==> config.mk <==
export PLATFORM = sky130hd
export DESIGN_NAME = pwm_duty_decoder
export DESIGN_NICKNAME = d
export VERILOG_FILES = /design/src/rtl/pwm_dec_pkg.sv /design/src/rtl/pwm_in_sync.sv /design/src/rtl/pwm_duty_decoder.sv
export SDC_FILE = /design/constraint.sdc
export NUM_CORES = 1
export LEC_CHECK = 0
export ABC_AREA = 1
export CAP_MARGIN = 5
export CORE_MARGIN = 2
export CORE_UTILIZATION = 45
export DETAILED_ROUTE_END_ITERATION = 12
export GPL_TIMING_DRIVEN = 1
export MAX_ROUTING_LAYER = met4
export SETUP_SLACK_MARGIN = 0.15
export SYNTH_ARGS = -nofsm -noshare
export SYNTH_HDL_FRONTEND = slang
export SYNTH_SLANG_ARGS = --single-unit
==> constraint.sdc <==
create_clock -name clk_50M -period 4.65 [get_ports clk_50M]
set_input_delay 0.6975 -clock clk_50M [delete_from_list [all_inputs] [get_ports clk_50M]]
set_output_delay 0.6975 -clock clk_50M [all_outputs]
set_load 0.01 [all_outputs]
==> src/rtl/pwm_dec_pkg.sv <==
// Shared types and constants for the PWM duty decoder: FSM states, counter width,
// default generator timing and a saturating counter helper.
package pwm_dec_pkg;

    localparam int CNT_W = 9;

    localparam int DEF_PERIOD_CYC  = 256;
    localparam int DEF_STEP_CYC    = 16;
    localparam int DEF_TOL_CYC     = 4;
    localparam int DEF_SYNC_STAGES = 2;

    localparam int TIMEOUT_CYC = DEF_PERIOD_CYC + DEF_TOL_CYC;
    localparam int HALF_STEP   = DEF_STEP_CYC / 2;

    typedef enum logic {
        IDLE,
        MEAS
    } state_t;

    function automatic logic [CNT_W-1:0] sat_inc(input logic [CNT_W-1:0] v);
        return (&v) ? v : v + 1'b1;
    endfunction

endpackage

==> src/rtl/pwm_in_sync.sv <==
// PWM input conditioning: SYNC_STAGES-flop synchronizer, optional 3-sample deglitch
// (PWM_DEGLITCH_EN, +2 cycles), 1-flop edge detector; no backpressure.
module pwm_in_sync #(
    parameter int SYNC_STAGES = 2
) (
    input  logic clk_50M,
    input  logic reset,
    input  logic pwm_in,
    output logic s,
    output logic rise,
    output logic fall
);

    logic [SYNC_STAGES-1:0] sync_q;
    logic                   sync_lvl;
    logic                   s_d;

    always_ff @(posedge clk_50M or posedge reset) begin
        if (reset) begin
            sync_q <= '0;
        end else begin
            sync_q <= {sync_q[SYNC_STAGES-2:0], pwm_in};
        end
    end

    assign sync_lvl = sync_q[SYNC_STAGES-1];

`ifdef PWM_DEGLITCH_EN
    logic [1:0] hist_q;

    always_ff @(posedge clk_50M or posedge reset) begin
        if (reset) begin
            hist_q <= '0;
        end else begin
            hist_q <= {hist_q[0], sync_lvl};
        end
    end

    // s_d is the previous filtered level, so s holds until three samples agree.
    assign s = (sync_lvl == hist_q[0] && sync_lvl == hist_q[1]) ? sync_lvl : s_d;
`else
    assign s = sync_lvl;
`endif

    always_ff @(posedge clk_50M or posedge reset) begin
        if (reset) begin
            s_d <= 1'b0;
        end else begin
            s_d <= s;
        end
    end

    assign rise = s & ~s_d;
    assign fall = ~s & s_d;

endmodule

==> src/rtl/pwm_duty_decoder.sv <==
// Recovers the 4-bit duty code from a fixed-period PWM line; results appear SYNC_STAGES+1
// cycles after the closing rise (+2 with PWM_DEGLITCH_EN); no backpressure, pulses are fire-and-forget.
module pwm_duty_decoder
    import pwm_dec_pkg::*;
#(
    parameter int PERIOD_CYC  = DEF_PERIOD_CYC,
    parameter int STEP_CYC    = DEF_STEP_CYC,
    parameter int TOL_CYC     = DEF_TOL_CYC,
    parameter int SYNC_STAGES = DEF_SYNC_STAGES
) (
    input  logic       clk_50M,
    input  logic       reset,
    input  logic       pwm_in,
    output logic [3:0] duty_out,
    output logic       full_on,
    output logic       duty_valid,
    output logic       period_err
);

    localparam int STEP_SH = $clog2(STEP_CYC);
    localparam logic [CNT_W-1:0] HALF_V   = CNT_W'(STEP_CYC / 2);
    localparam logic [CNT_W-1:0] PER_MIN  = CNT_W'(PERIOD_CYC - TOL_CYC);
    localparam logic [CNT_W-1:0] PER_MAX  = CNT_W'(PERIOD_CYC + TOL_CYC);
    localparam logic [CNT_W-1:0] IDLE_TMO = CNT_W'(PERIOD_CYC + TOL_CYC - 1);

    logic s;
    logic rise;
    logic fall;

    pwm_in_sync #(
        .SYNC_STAGES(SYNC_STAGES)
    ) u_sync (
        .clk_50M(clk_50M),
        .reset  (reset),
        .pwm_in (pwm_in),
        .s      (s),
        .rise   (rise),
        .fall   (fall)
    );

    state_t           state;
    logic [CNT_W-1:0] hi_cnt;
    logic [CNT_W-1:0] per_cnt;
    logic             hi_run;

    logic [CNT_W-1:0] rnd_sum;
    logic [CNT_W-1:0] duty_raw;
    logic [3:0]       duty_code;
    logic             per_ok;

    // Round to nearest step in counter width; a full-length high time rounds to 16 and clamps.
    always_comb begin
        rnd_sum   = hi_cnt + HALF_V;
        duty_raw  = rnd_sum >> STEP_SH;
        duty_code = (duty_raw > CNT_W'(15)) ? 4'd15 : duty_raw[3:0];
        per_ok    = (per_cnt >= PER_MIN) && (per_cnt <= PER_MAX);
    end

    always_ff @(posedge clk_50M or posedge reset) begin
        if (reset) begin
            state      <= IDLE;
            hi_cnt     <= '0;
            per_cnt    <= '0;
            hi_run     <= 1'b0;
            duty_out   <= 4'd0;
            full_on    <= 1'b0;
            duty_valid <= 1'b0;
            period_err <= 1'b0;
        end else begin
            duty_valid <= 1'b0;
            period_err <= 1'b0;
            hi_run     <= rise | (hi_run & ~fall);

            case (state)
                IDLE: begin
                    if (rise) begin
                        state   <= MEAS;
                        hi_cnt  <= CNT_W'(1);
                        per_cnt <= CNT_W'(1);
                    end else if (per_cnt == IDLE_TMO) begin
                        duty_out   <= s ? 4'd15 : 4'd0;
                        full_on    <= s;
                        duty_valid <= 1'b1;
                        per_cnt    <= '0;
                    end else begin
                        per_cnt <= sat_inc(per_cnt);
                    end
                end

                MEAS: begin
                    if (rise) begin
                        if (per_ok) begin
                            duty_out   <= duty_code;
                            full_on    <= 1'b0;
                            duty_valid <= 1'b1;
                        end else begin
                            period_err <= 1'b1;
                        end
                        hi_cnt  <= CNT_W'(1);
                        per_cnt <= CNT_W'(1);
                    end else if (per_cnt >= PER_MAX) begin
                        // Line stopped toggling: report its level and fall back to IDLE.
                        duty_out   <= s ? 4'd15 : 4'd0;
                        full_on    <= s;
                        duty_valid <= 1'b1;
                        per_cnt    <= '0;
                        state      <= IDLE;
                    end else begin
                        per_cnt <= sat_inc(per_cnt);
                        if (hi_run && !fall) begin
                            hi_cnt <= sat_inc(hi_cnt);
                        end
                    end
                end

                default: state <= IDLE;
            endcase
        end
    end

endmodule

==> results_dict.tcl, run 1 <==
set metrics [dict create \
    synth_nets 230 \
    die_area_sq_um 4410 \
    postSynthAreaPerCell_sq_um 7.89 \
    synth_seq_cells 30 \
    fmax_mhz 532 \
    gp_routability_congestion 0.846 \
    clock_pin_slew_worst_setup_and_hold_paths_ps 60 \
    grt_met2_use 0.264 \
    postRouteAntennaNets 0 \
    synth-seq-area-share 0.429 \
    timing.final.crit_share 0.404 \
    maximum_number_of_pins_on_one_net_before_global_route_repair 31 \
    fin_setup_tns_ps 0 \
    num_io_pins 10 \
    ys_async_sr_fraction 1.00 \
    tritoncts_clock_tree "done" \
    crit_path_cell_trace "clkdlybuf4s50_1" \
    area_delta_synth_final_pct 11.3 \
    yosysMostFrequentCell "sky130_fd_sc_hd__nand2_1" \
    critPathKind "reg2out" \
    worst_skew_pair.late_latency_ps 290 \
    numClockSinks 30 \
    place_hpwl_um 2500 \
    buffer_ports.inserted 9 \
    dr_total_vias 1372 \
    fill_cells 375 \
    critical_path.top_delay_family "buffers and inverters" \
    root_buffer "sky130_fd_sc_hd__clkbuf_8" \
    hold_ws_ps 348 \
    slowest_delay_ps 540 \
    ctsResizeCount 0 \
    finClkSkew_ps 9.68 \
    multiInputGateArea_sq_um 842 \
    synth_edf_count 0 \
    p_per_area_nw_per_um2 368 \
    min_tclk_post_route_ps 1880 \
    netlist_instances 222 \
    number_of_global_route_vias_before_repair 1274 \
    postSynth.topFlopCell "sky130_fd_sc_hd__dfrtp_1" \
    drc_errors_left 0 \
    vias_per_cell 4.85 \
    timing.critical_path.to_type "primary output" \
    grt_pass1_wl_um 5910 \
    ranking_of_synthesized_cells_by_instance_count "sky130_fd_sc_hd__nand2_1 (50), sky130_fd_sc_hd__dfrtp_1 (30), sky130_fd_sc_hd__nor2_1 (27), sky130_fd_sc_hd__inv_1 (24), sky130_fd_sc_hd__nand3_1 (20)" \
    area_leader_netlist "sky130_fd_sc_hd__dfrtp_1" \
    worstMarginPinSlew_ps 391 \
    critical_path_peak_fanout 2 \
    grt_util_all_layers 0.188 \
    cts_max_path_buffers 2 \
    floorplan.initialDensity 0.475 \
    worst_ir_drop_vdd_mv 0.261 \
    area_share_of_the_largest_cell_type_after_synthesis 0.429 \
    antenna_cells 0 \
    most_used_routing_layer "met2" \
    core_region_area_sq_um 3690 \
    die_w_um 66.4 \
    critical_path.slowest_cell "sky130_fd_sc_hd__clkdlybuf4s50_1" \
    area.sequential_sq_um 751 \
    drive_gt1_frac 0.136 \
    hold_viol 0 \
    synth.area.top_cells "sky130_fd_sc_hd__dfrtp_1 (43%), sky130_fd_sc_hd__nand2_1 (11%), sky130_fd_sc_hd__nor2_1 (5.8%)" \
    warnings_synthesis 0 \
    cts-buffers-inserted 5 \
    clock_tree.htree_level_count 2 \
    drt-wirelength-per-cell_um 12.1 \
    num_rows 22 \
    leakage_nw 1.03 \
    grt.overflow.total 0 \
    grtUsageMet3 0.0460 \
    postCtsHoldBufs 0 \
    detail_route.iter0.violations 129 \
    timing.critical_path.from_type "flop" \
    drt-pass1-iter-count 4 \
    arrival_ps 1180 \
    final_nets 243 \
    timing.max_slew.rel_slack 0.739 \
    final-max-slew-violation-count 0 \
    worst-endpoint-required_ps 3950 \
    rsz0062_at_grt "false" \
    worstPathBufferInverterCount 1 \
    routed_wl_um 3430 \
    met1_usage 0.256 \
    floorplan.die.height_um 66.4 \
    initial_antenna_violation_count 0 \
    drv_cap 0 \
    synth_area_sq_um 1750 \
    setup_viol 0 \
    post-cts-setup-buffers 0 \
    outcome "completed" \
    synthDistinctLibCells 28 \
    worstHoldPathType "reg2reg" \
]
[cell families (layout without fill, tap and decap cells)]
family	after synthesis	count (layout)	share of synthesized area
simple gates	122	122	0.338
buf+inv	36	49	0.0907
flops	30	30	0.429
compound gates	20	20	0.0621
xor+xnor	9	9	0.0450
fa+ha+maj	5	5	0.0357
[layer usage]
layer / share of wire / wire, um
met1: 0.51 / 1750
met2: 0.44 / 1510
met3: 0.031 / 105
met4: 0.020 / 67
met5: 0 / 0
[path summary, 6_finish.rpt]
| check | from | endpoint | slack (ps) | cells after the start |
|---|---|---|---|---|
| max in group asynchronous | reset | hi_cnt[6]$_DFFE_PP0P_ | 3580 | 3 |
| setup reg to reg | hi_cnt[0]$_DFFE_PP0P_ | hi_cnt[2]$_DFFE_PP0P_ | 2780 | 10 |
| setup / recovery | duty_out[1]$_DFFE_PP0P_ | duty_out[1] | 2770 | 1 |
| min in group asynchronous | reset | period_err$_DFF_PP0_ | 780 | 3 |
| hold reg to reg | u_sync.sync_q[0]$_DFF_PP0_ | u_sync.sync_q[1]$_DFF_PP0_ | 350 | 0 |
| hold / removal | u_sync.sync_q[0]$_DFF_PP0_ | u_sync.sync_q[1]$_DFF_PP0_ | 350 | 0 |
[through the flow]
| stage | worst slack (ps) | util | cells | power, mW | cell area, sq um |
|---|---|---|---|---|---|
| after floorplan | 3050 | - | 222 | 0.471 | 1750 |
| after global placement | 2850 | 0.507 | 276 | 0.519 | 1870 |
| final | 2770 | 0.528 | 283 | 0.717 | 1950 |
| after global routing | 2610 | 0.528 | 283 | 0.767 | 1950 |
| after detailed placement | 2780 | 0.507 | 276 | 0.524 | 1870 |
| after CTS | 2760 | 0.528 | 283 | 0.724 | 1950 |
[power by group]
group          internal, mW  switching [mW]  total, mW
Combinational        0.0765          0.0983      0.175
Sequential            0.302          0.0413      0.343
Clock                 0.100          0.0996      0.200
Total                 0.478           0.239      0.717
[flip-flops by register name (all words and copies together), names as in the netlist]
| register | flops |
|---|---|
| hi_cnt | 9 |
| per_cnt | 9 |
| duty_out | 4 |
| u_sync.sync_q | 2 |
| duty_valid | 1 |
| full_on | 1 |
| hi_run | 1 |
| period_err | 1 |
| state | 1 |
| u_sync.s_d | 1 |
[cells in the final DEF (no fill, tap or decap), drive strengths merged]
master	count
a21boi	2
a21oi	6
buf	1
clkbuf	5
clkdlybuf4s50	9
clkinv	3
dfrtp	30
ha	5
inv	31
nand2	57
nand3	24
nand4	5
nor2	30
nor3	4
nor3b	2
o21ai	12
xnor2	1
xor2	8
[cell type report]
type	instances	share of cell area
Sequential cell	30	0.385
Tap cell	48	0.0308
Inverter	32	0.0616
Clock buffer	5	0.0353
Clock inverter	2	0.00513
Timing Repair Buffer	10	0.0501
Multi-Input combinational cell	156	0.432
No activity file was read; power rests on OpenSTA's default activity.
==> run 2: changes to the inputs <==
PLACE_DENSITY = 0.65   (was unset)
clock period = 1.51 ns   (was 4.65 ns; I/O delays follow)
==> run 2 against run 1 <==
Compared with the run above:
- the run now ends with negative setup slack left
- sequential share of layout area down 8.8 points
- sequential power increased to 3.0 times the previous value
- combinational power rose to 5.8 times the previous value
- final area grew 30%
- die area is the same
- non-clock buffer count increased by 46
- largest power group unchanged
==> results_dict.tcl, run 2 (synthesized netlist as in run 1, its figures left out) <==
set metrics [dict create \
    outcome "finished with violations" \
    violations "negative setup slack" \
    root_buffer "sky130_fd_sc_hd__clkbuf_8" \
    finClkSkew_ps 9.77 \
    grt.overflow.total 0 \
    timing.max_slew.rel_slack 0.740 \
    fill_cells 281 \
    cts_max_path_buffers 2 \
    area.sequential_sq_um 754 \
    worst_skew_pair.late_latency_ps 290 \
    floorplan.initialDensity 0.475 \
    placed_cell_area_sq_um 2040 \
    gp_routability_congestion 0.882 \
    clock_tree.htree_level_count 2 \
    buffer_ports.inserted 9 \
    leakage_nw 1.33 \
    worstSetupStartpoint "hi_cnt[0]$_DFFE_PP0P_" \
    maximum_number_of_pins_on_one_net_before_global_route_repair 31 \
    drv_cap 0 \
    layout_commonest_cell "sky130_fd_sc_hd__buf_4" \
    initial_antenna_violation_count 0 \
    post-route-cell-area_sq_um 2540 \
    final_nets 289 \
    floorplan.die.height_um 66.4 \
    numClockSinks 30 \
    worstMarginPinSlew_ps 390 \
    drt-wirelength-per-cell_um 13.3 \
    place_worst_setup_slack_ps -47.3 \
    die_area_sq_um 4410 \
    worst_ir_drop_vdd_mv 1.21 \
    hold_viol 0 \
    dr_total_vias 1630 \
    detail_route.iter0.violations 99 \
    drive_gt1_frac 0.411 \
    p_per_area_nw_per_um2 1210 \
    drc_errors_left 0 \
    timing.final.crit_share 1.08 \
    area_delta_synth_final_pct 45.1 \
    clock_pin_slew_worst_setup_and_hold_paths_ps 70 \
    setup_viol 9 \
    r2r-start "hi_cnt[0]$_DFFE_PP0P_" \
    grt_util_all_layers 0.218 \
    die_w_um 66.4 \
    worst_slack_ps -120 \
    num_rows 22 \
    place_hpwl_um 2650 \
    core_region_area_sq_um 3690 \
    min_tclk_post_route_ps 1630 \
    fmax_mhz 613 \
    final-max-slew-violation-count 0 \
    antenna_cells 0 \
    critPathKind "reg2reg" \
    arrival_ps 1870 \
    drt-pass1-iter-count 4 \
    largest_registers "hi_cnt: 9 flops, per_cnt: 9 flops, duty_out: 4 flops" \
    worst-endpoint-required_ps 1750 \
    postRouteAntennaNets 0 \
    vias_per_cell 4.94 \
    critical_path_peak_fanout 7 \
    multiInputGateArea_sq_um 1000 \
    most-common-layout-cells "sky130_fd_sc_hd__buf_4 (41), sky130_fd_sc_hd__nand2_1 (39), sky130_fd_sc_hd__dfrtp_1 (27)" \
    num_io_pins 10 \
    grt_pass1_wl_um 7050 \
    cts-buffers-inserted 5 \
    timing.critical_path.from_type "flop" \
    tritoncts_clock_tree "done" \
    rsz0062_at_grt "true" \
    worstHoldPathType "in2async" \
    number_of_global_route_vias_before_repair 1543 \
    routed_wl_um 4380 \
    timing.critical_path.to_type "flop" \
]
==> run 2: repair_timing <==
action                     4_1_cts  5_1_grt
pin swaps                        6       23
resized for setup               28       34
setup buffers                    6       20
setup endpoints to repair       28       23
hold buffers                     0        0
==> run 2: power by group <==
part | switching [mW] | internal, mW
clock | 0.316 | 0.704
combinational | 0.499 | 0.513
sequential | 0.109 | 0.931
==> run 2: path summary, 6_finish.rpt <==
check	end	slack (ps)	cells past startpoint
min in group clk_50M	u_sync.sync_q[1]$_DFF_PP0_	350	0
max in group asynchronous	state$_DFF_PP0_	870	3
hold reg to reg	u_sync.sync_q[1]$_DFF_PP0_	350	0
setup / recovery	hi_cnt[6]$_DFFE_PP0P_	-120	10
setup reg to reg	hi_cnt[6]$_DFFE_PP0P_	-120	10
hold / removal	hi_cnt[8]$_DFFE_PP0P_	330	3
==> run 2: area by class of cell <==
cell class / instances / area share
clock buffers: 6 / 0.0325
clock inverters: 2 / 0.0236
inverters: 32 / 0.0507
multi-input cells: 156 / 0.395
flip-flops and latches: 30 / 0.297
well taps: 48 / 0.0236
repair buffers: 56 / 0.177
==> run 2: per-stage QoR <==
step | utilization | hold slack, ps | instances | TNS (ps) | power, mW
CTS | 0.622 | 338 | 310 | -38.6 | 2.88
global placement | 0.552 | 333 | 296 | -15.0 | 1.75
floorplan | - | 258 | 222 | 0 | 1.46
finish | 0.689 | 330 | 330 | -854 | 3.07
detailed placement | 0.552 | 337 | 296 | -194 | 1.76
global route | 0.689 | 354 | 330 | -1910 | 3.25
==> run 2: metal layers <==
| layer | vias to the layer above | track usage | part of all wire |
|---|---|---|---|
| met5 | - | - | 0 |
| met4 | 0 | 0.0765 | 0.021 |
| met3 | 11 | 0.0511 | 0.029 |
| met2 | 30 | 0.354 | 0.53 |
| met1 | 767 | 0.267 | 0.42 |
| li1 | 822 | - | - |
==> run 2: critical path, cell delays in order (launching register included) <==
cell,delay [ps]
sky130_fd_sc_hd__dfrtp_1,380
sky130_fd_sc_hd__ha_2,200
sky130_fd_sc_hd__nand3_2,80
sky130_fd_sc_hd__nor3_2,50
sky130_fd_sc_hd__ha_2,190
sky130_fd_sc_hd__nor3_2,190
sky130_fd_sc_hd__nand2_1,90
sky130_fd_sc_hd__nand2_2,110
sky130_fd_sc_hd__buf_6,140
sky130_fd_sc_hd__nand4_1,80
sky130_fd_sc_hd__nand2_1,70
==> run 3: changes to the inputs <==
RECOVER_POWER = 25   (was unset)
==> run 3 against run 2 <==
Compared with the run above:
- highest routed layer unchanged
- power is essentially flat
- wire length about the same
- clock skew hardly changed
- global-route usage stayed put
- the run still ends with negative setup slack left
- sequential share of layout area hardly changed
==> results_dict.tcl, run 3 (synthesized netlist as in run 1, its figures left out) <==
set metrics [dict create \
    buffer_ports.inserted 9 \
    worstPathBufferInverterCount 1 \
    floorplan.die.height_um 66.4 \
    placed_cell_area_sq_um 2040 \
    final-max-slew-violation-count 0 \
    root_buffer "sky130_fd_sc_hd__clkbuf_8" \
    hold_ws_ps 349 \
    crit_path_cell_trace "ha_2, nand3_2, nor3_2, ha_2, nor3_2, nand2_1, nand2_2, buf_6, nand4_1, nand2_1" \
    cts-buffers-inserted 5 \
    whs_path_depth 0 \
    arrival_ps 1870 \
    clock_tree.htree_level_count 2 \
    timing.max_slew.rel_slack 0.491 \
    die_w_um 66.4 \
    critical_path.top_delay_family "simple AND/OR/NAND/NOR gates" \
    leakage_nw 1.33 \
    hold_viol 0 \
    drv_cap 0 \
    worstMarginPinSlew_ps 763 \
    critPathKind "reg2reg" \
    layout_commonest_cell "sky130_fd_sc_hd__buf_4" \
    critical_path.slowest_cell "sky130_fd_sc_hd__dfrtp_1" \
    area.sequential_sq_um 754 \
    violations "negative setup slack" \
    number_of_global_route_vias_before_repair 1543 \
    min_from "u_sync.sync_q[0]$_DFF_PP0_" \
    area_delta_synth_final_pct 44.9 \
    postCtsHoldBufs 0 \
    core_region_area_sq_um 3690 \
    cts_max_path_buffers 2 \
    die_area_sq_um 4410 \
    p_total_mw 3.07 \
    detail_route.iter0.violations 99 \
    timing.critical_path.to_type "flop" \
    fin_setup_tns_ps -854 \
    post-route-cell-area_sq_um 2540 \
    tritoncts_clock_tree "done" \
    r2r-start "hi_cnt[0]$_DFFE_PP0P_" \
    outcome "finished with violations" \
    postRouteAntennaNets 0 \
    most-common-layout-cells "sky130_fd_sc_hd__buf_4 (40), sky130_fd_sc_hd__nand2_1 (39), sky130_fd_sc_hd__dfrtp_1 (27)" \
    antenna_cells 0 \
    fill_cells 282 \
    maximum_number_of_pins_on_one_net_before_global_route_repair 31 \
    clock_pin_slew_worst_setup_and_hold_paths_ps 70 \
    drive_gt1_frac 0.411 \
    routed_wl_um 4380 \
    place_hpwl_um 2650 \
    multiInputGateArea_sq_um 1000 \
    number_of_cells_on_the_worst_reg_to_reg_path 10 \
    vias_per_cell 4.94 \
    slowest_delay_ps 380 \
    holdPathEnd "u_sync.sync_q[1]$_DFF_PP0_" \
    grt_util_all_layers 0.218 \
    dr_total_vias 1630 \
    fmax_mhz 613 \
    p_per_area_nw_per_um2 1210 \
    grt.overflow.total 0 \
    regToRegSetupSlack_ps -120 \
    met3_length_um 116 \
    worst_ir_drop_vdd_mv 1.21 \
    largest_registers "hi_cnt: 9 flops, per_cnt: 9 flops, duty_out: 4 flops" \
    gp_routability_congestion 0.882 \
    met2WireLength_um 2310 \
    num_io_pins 10 \
    critical_path_peak_fanout 7 \
    worst_skew_pair.late_latency_ps 290 \
    routed.top_layer "met4" \
    drc_errors_left 0 \
    grt_pass1_wl_um 7050 \
    min_tclk_post_route_ps 1630 \
    rsz0062_at_grt "true" \
    worst-endpoint-required_ps 1750 \
    finish.utilization 0.688 \
    drt-pass1-iter-count 4 \
    rr_endpoint "hi_cnt[6]$_DFFE_PP0P_" \
    worstHoldPathType "reg2reg" \
    met1Wirelength_um 1860 \
    drt-wirelength-per-cell_um 13.3 \
    final_nets 289 \
    finClkSkew_ps 9.78 \
    floorplan.initialDensity 0.475 \
    timing.critical_path.from_type "flop" \
    initial_antenna_violation_count 0 \
    timing.final.crit_share 1.08 \
    setup_viol 9 \
    numClockSinks 30 \
    num_rows 22 \
    worst_slack_ps -120 \
]
-- run 3: report_power, final --
part / internal (mW) / total (mW) / leakage, nW / switching (mW)
registers: 0.931 / 1.04 / 0.385 / 0.109
logic: 0.512 / 1.01 / 0.876 / 0.499
clock network: 0.704 / 1.02 / 0.0714 / 0.316
total: 2.15 / 3.07 / 1.33 / 0.924
-- run 3: layout make-up --
cell class,instances,share of cell area
inverters,32,0.0508
multi-input cells,156,0.396
repair buffers,56,0.176
flip-flops and latches,30,0.297
clock buffers,6,0.0325
well taps,48,0.0237
clock inverters,2,0.0237
-- run 3: worst max-delay path by stage --
stage / from / endpoint / slack [ps] / depth (start not counted)
final: hi_cnt[0]$_DFFE_PP0P_ / hi_cnt[6]$_DFFE_PP0P_ / -120 / 10
after global routing: hi_cnt[0]$_DFFE_PP0P_ / hi_cnt[6]$_DFFE_PP0P_ / -250 / 10
after CTS: hi_cnt[1]$_DFFE_PP0P_ / hi_cnt[4]$_DFFE_PP0P_ / -10 / 10
after detailed placement: hi_cnt[1]$_DFFE_PP0P_ / hi_cnt[5]$_DFFE_PP0P_ / -50 / 10
after global placement: hi_cnt[0]$_DFFE_PP0P_ / hi_cnt[5]$_DFFE_PP0P_ / -7 / 10
after floorplan: hi_cnt[0]$_DFFE_PP0P_ / hi_cnt[3]$_DFFE_PP0P_ / 20 / 10
-- run 3: stage by stage --
step                instances  setup WS [ps]
floorplan                 222           20.5
global placement          296          -7.03
detailed placement        296          -47.3
CTS                       310          -12.2
global route              330           -254
finish                    330           -120
-- run 3: per-layer routing --
layer	up-vias	track usage
met5	-	-
met4	0	0.0765
met3	11	0.0511
met2	27	0.354
met1	770	0.267
li1	822	-
-- run 3: timing repair --
item                       4_1_cts  5_1_grt
setup endpoints to repair       28       23
pin swaps                        6       23
buffers inserted                 6       20
gates resized for setup         28       34
==> RTL change 1 (settings of run 1) <==
Set the package constant `DEF_STEP_CYC` to 32 (it was 16).
--- a/src/rtl/pwm_dec_pkg.sv
+++ b/src/rtl/pwm_dec_pkg.sv
@@ -5,7 +5,7 @@
     localparam int CNT_W = 9;
 
     localparam int DEF_PERIOD_CYC  = 256;
-    localparam int DEF_STEP_CYC    = 16;
+    localparam int DEF_STEP_CYC    = 32;
     localparam int DEF_TOL_CYC     = 4;
     localparam int DEF_SYNC_STAGES = 2;
 
Formal check against the unedited RTL: no difference found for any inputs over 10 cycles, from zero or initial values and one cycle with reset high; that may be too few to reach the edited logic, so the function may still have changed.
==> RTL change 1 against run 1 <==
Sequential cell count is the same; critical path type is now reg2reg; highest routed layer unchanged; setup slack lost 0.21 ns; largest cell class unchanged; area after synthesis is the same; routed wire length decreased by 1.3%; global-route usage down 0.71 points; total power is 3.6% higher; design area up 0.64%.
==> RTL change 1: results (changes against run 1) <==
stage;metric;value;unit;change
outcome;status;finished clean;;unchanged
final_layout;fill count;374;;was 375
sta;Worst Tran Pin Value;0.424;ns;was 0.391 ns
grt;gr usage total;18.1;%;was 18.8%
grt;GR Layer Usage met1;22.7;%;was 25.6%
critical_path;CP top delay family;simple AND/OR/NAND/NOR gates;;was buffers and inverters
final_layout;Non-clock buffer share;4.97;%;was 5.01%
power;VDD IR-drop max;0.000225;V;was 0.000261 V
sta;hold_ws;0.348;ns;about the same
power;sw frac;32.8;%;was 33.4%
power;Pwr Density;379;nW/um^2;was 368 nW/um^2
final_layout;num sequential;30;;unchanged
routing;1st-iter DRT viols;77;;was 129
final_layout;fin nets;250;;was 243
sta;clock skew;0.00417;ns;was 0.00968 ns
routing;met2 wire len;1490;um;was 1510 um
place;Detailed Place HPWL;2380;um;was 2500 um
final_layout;clock buffers;7;;was 5
critical_path;worst reg2reg setup slack;2.56;ns;was 2.78 ns
final_layout;comb_multi_in;163;;was 156
grt;first-pass GRT wire length;5870;um;was 5910 um
critical_path;CP Capture Point;hi_cnt[6]$_DFFE_PP0P_;;was duty_out[1]
critical_path;Crit path largest cell delay;0.46;ns;was 0.54 ns
logic_synthesis;Syn Nets;239;;was 230
final_layout;multi-input combinational area share;42.9;%;was 43.2%
routing;WL final;3380;um;was 3430 um
grt;number of global-route vias before repair;1338;;was 1,274
routing;Met1 Wirelength;1730;um;was 1750 um
power;P_leak;1.03;nW;about the same
critical_path;CP Launch Point;hi_cnt[4]$_DFFE_PP0P_;;was duty_out[1]$_DFFE_PP0P_
final_layout;layout cells sized above 1;10.7;%;was 13.6%
[RTL change 1: stage by stage]
stage	setup slack (ns)	cells	power [mW]
after detailed placement	2.60	283	0.534
after CTS	2.56	291	0.752
after global routing	2.35	291	0.797
after floorplan	2.80	231	0.491
final	2.56	291	0.744
after global placement	2.64	283	0.531
[RTL change 1: cells by family after synthesis]
kind of cell / Yosys count / share of synthesized area [%]
AOI/OAI and AO/OA: 21 / 8.64
xor gates and xnor gates: 7 / 3.50
adders and majority gates: 5 / 3.57
buffers and inverters: 38 / 9.07
DFF: 30 / 42.9
and+or+nand+nor: 130 / 32.4
[RTL change 1: power groups by stage]
stage	Clock, mW	Combinational (mW)	Sequential [mW]
3_5_place_dp	0	0.183	0.351
5_1_grt	0.233	0.211	0.353
2_1_floorplan	0	0.153	0.338
3_3_place_gp	0	0.180	0.350
6_report	0.215	0.183	0.346
4_1_cts	0.220	0.185	0.346
==> RTL change 2 (flow settings as in run 1) <==
Made on the original files. Put one more register stage on the output `period_err`, cleared by the reset. The value now appears one clock later. The other outputs are not delayed to match.
--- a/src/rtl/pwm_duty_decoder.sv
+++ b/src/rtl/pwm_duty_decoder.sv
@@ -22,6 +22,8 @@
     localparam logic [CNT_W-1:0] PER_MIN  = CNT_W'(PERIOD_CYC - TOL_CYC);
     localparam logic [CNT_W-1:0] PER_MAX  = CNT_W'(PERIOD_CYC + TOL_CYC);
     localparam logic [CNT_W-1:0] IDLE_TMO = CNT_W'(PERIOD_CYC + TOL_CYC - 1);
+
+    logic period_err_s0;
 
     logic s;
     logic rise;
@@ -65,10 +67,10 @@
             duty_out   <= 4'd0;
             full_on    <= 1'b0;
             duty_valid <= 1'b0;
-            period_err <= 1'b0;
+            period_err_s0 <= 1'b0;
         end else begin
             duty_valid <= 1'b0;
-            period_err <= 1'b0;
+            period_err_s0 <= 1'b0;
             hi_run     <= rise | (hi_run & ~fall);
 
             case (state)
@@ -94,7 +96,7 @@
                             full_on    <= 1'b0;
                             duty_valid <= 1'b1;
                         end else begin
-                            period_err <= 1'b1;
+                            period_err_s0 <= 1'b1;
                         end
                         hi_cnt  <= CNT_W'(1);
                         per_cnt <= CNT_W'(1);
@@ -118,5 +120,13 @@
         end
     end
 
+    always_ff @(posedge clk_50M or posedge reset) begin
+        if (reset) begin
+            period_err <= '0;
+        end else begin
+            period_err <= period_err_s0;
+        end
+    end
+
 endmodule
 
Behaviour: not the same (Yosys sat finds a counterexample within 10 cycles, from zero or initial values and one cycle with reset high).
==> RTL change 2 against run 1 <==
Sequential share of layout area fell by 0.097 points; routed wire length increased by 1.8%; area after synthesis increased by 1.2%; non-clock buffer count unchanged; total power rose by 17%; synthesized cell count fell by 1.4%; via count increased by 4.1%; sequential cell count increased by 1; utilization is 1.5 points higher; setup slack worse by 0.044 ns; critical path type is now reg2reg; die area is 1.1% higher; design area grew 3.6%; critical endpoint is now hi_cnt[6]$_DFFE_PP0P_.
==> RTL change 2: results (changes against run 1) <==
stage;metric;value;unit;change
outcome;status;finished clean;;unchanged
critical_path;critical path type;reg2reg;;was reg2out
grt;pin count of the biggest net entering global routing;32;;was 31
final_layout;fill count;350;;was 375
power;P_leak;1.02;nW;was 1.03 nW
logic_synthesis;synthesized instance count;219;;was 222
grt;gr usage total;19.7;%;was 18.8%
grt;met2 usage;27.5;%;was 26.4%
logic_synthesis;list of most frequent post-synthesis cells;nand2_1, dfrtp_1, inv_1, nand3_1, nor2_1;;was nand2_1, dfrtp_1, nor2_1, inv_1, nand3_1
place;Routability Congestion;0.935;;was 0.846
grt;number of global-route vias before repair;1407;;was 1,274
final_layout;fin nets;242;;was 243
sta;clock skew;0.00789;ns;was 0.00968 ns
logic_synthesis;Syn Nets;227;;was 230
routing;met3 wire length;162;um;was 105 um
critical_path;CP top delay family;simple AND/OR/NAND/NOR gates;;was buffers and inverters
critical_path;worst reg2reg setup slack;2.73;ns;was 2.78 ns
critical_path;reg2reg end;hi_cnt[6]$_DFFE_PP0P_;;was hi_cnt[2]$_DFFE_PP0P_
logic_synthesis;Seq/Total Area, Yosys;43.8;%;was 42.9%
grt;first-pass GRT wire length;6380;um;was 5910 um
critical_path;Slowest-stage cell, CP;dfrtp_1;;was clkdlybuf4s50_1
place;area post-placement;1880;um^2;was 1870 um^2
routing;via/cell ratio;5.05;;was 4.85
sta;Worst Tran Pin Value;0.432;ns;was 0.391 ns
critical_path;CP Launch Point;hi_cnt[0]$_DFFE_PP0P_;;was duty_out[1]$_DFFE_PP0P_
power;VDD IR-drop max;0.000211;V;was 0.000261 V
routing;WL final;3490;um;was 3430 um
routing;Met1 Wirelength;1800;um;was 1750 um
sta;PnR worst setup slack;2.73;ns;was 2.77 ns
place;Detailed Place HPWL;2630;um;was 2500 um
critical_path;Crit path largest cell delay;0.40;ns;was 0.54 ns
place;placed cells;275;;was 276
grt;GR Layer Usage met1;27.1;%;was 25.6%
final_layout;sequential cell area;776;um^2;was 751 um^2
==> RTL change 2: cell types whose count changed in the layout (fill, tap and decap cells not counted), moves of 3 or more <==
cell,before,now
nand2_2,6,2
o21ai_2,0,4
o21ai_0,6,10
inv_2,7,2
inv_1,24,29
nor3_1,2,5
nor2_1,27,22
o21ai_1,6,2
==> RTL change 2: logic make-up (layout without fill, tap and decap cells) <==
| family | Yosys count | in the layout | synth area share [%] |
|---|---|---|---|
| simple gates | 113 | 113 | 29.7 |
| buf+inv | 35 | 51 | 10.1 |
| flops | 31 | 31 | 43.8 |
| compound gates | 26 | 26 | 8.47 |
| xor+xnor | 9 | 9 | 4.45 |
| fa+ha+maj | 5 | 5 | 3.53 |
==> RTL change 2: cell type report <==
class	instances	share of cell area [%]
multi-input cells	153	40.5
flip-flops and latches	31	38.4
inverters	33	6.51
repair buffers	10	4.83
clock buffers	5	3.41
clock inverters	3	3.35
well taps	48	2.97
==> RTL change 2: worst min-delay path by stage <==
stage                                            end
final                     u_sync.sync_q[1]$_DFF_PP0_
after global routing      u_sync.sync_q[1]$_DFF_PP0_
after CTS                 u_sync.sync_q[1]$_DFF_PP0_
after detailed placement  u_sync.sync_q[1]$_DFF_PP0_
after global placement    u_sync.sync_q[1]$_DFF_PP0_
after floorplan                 period_err$_DFF_PP0_
==> RTL change 2: power by group <==
group | leakage, nW | switching, mW | internal (mW) | total [mW]
clock | 0.0644 | 0.102 | 0.214 | 0.316
combinational | 0.561 | 0.102 | 0.0728 | 0.175
sequential | 0.399 | 0.0360 | 0.309 | 0.345
total | 1.02 | 0.241 | 0.596 | 0.836
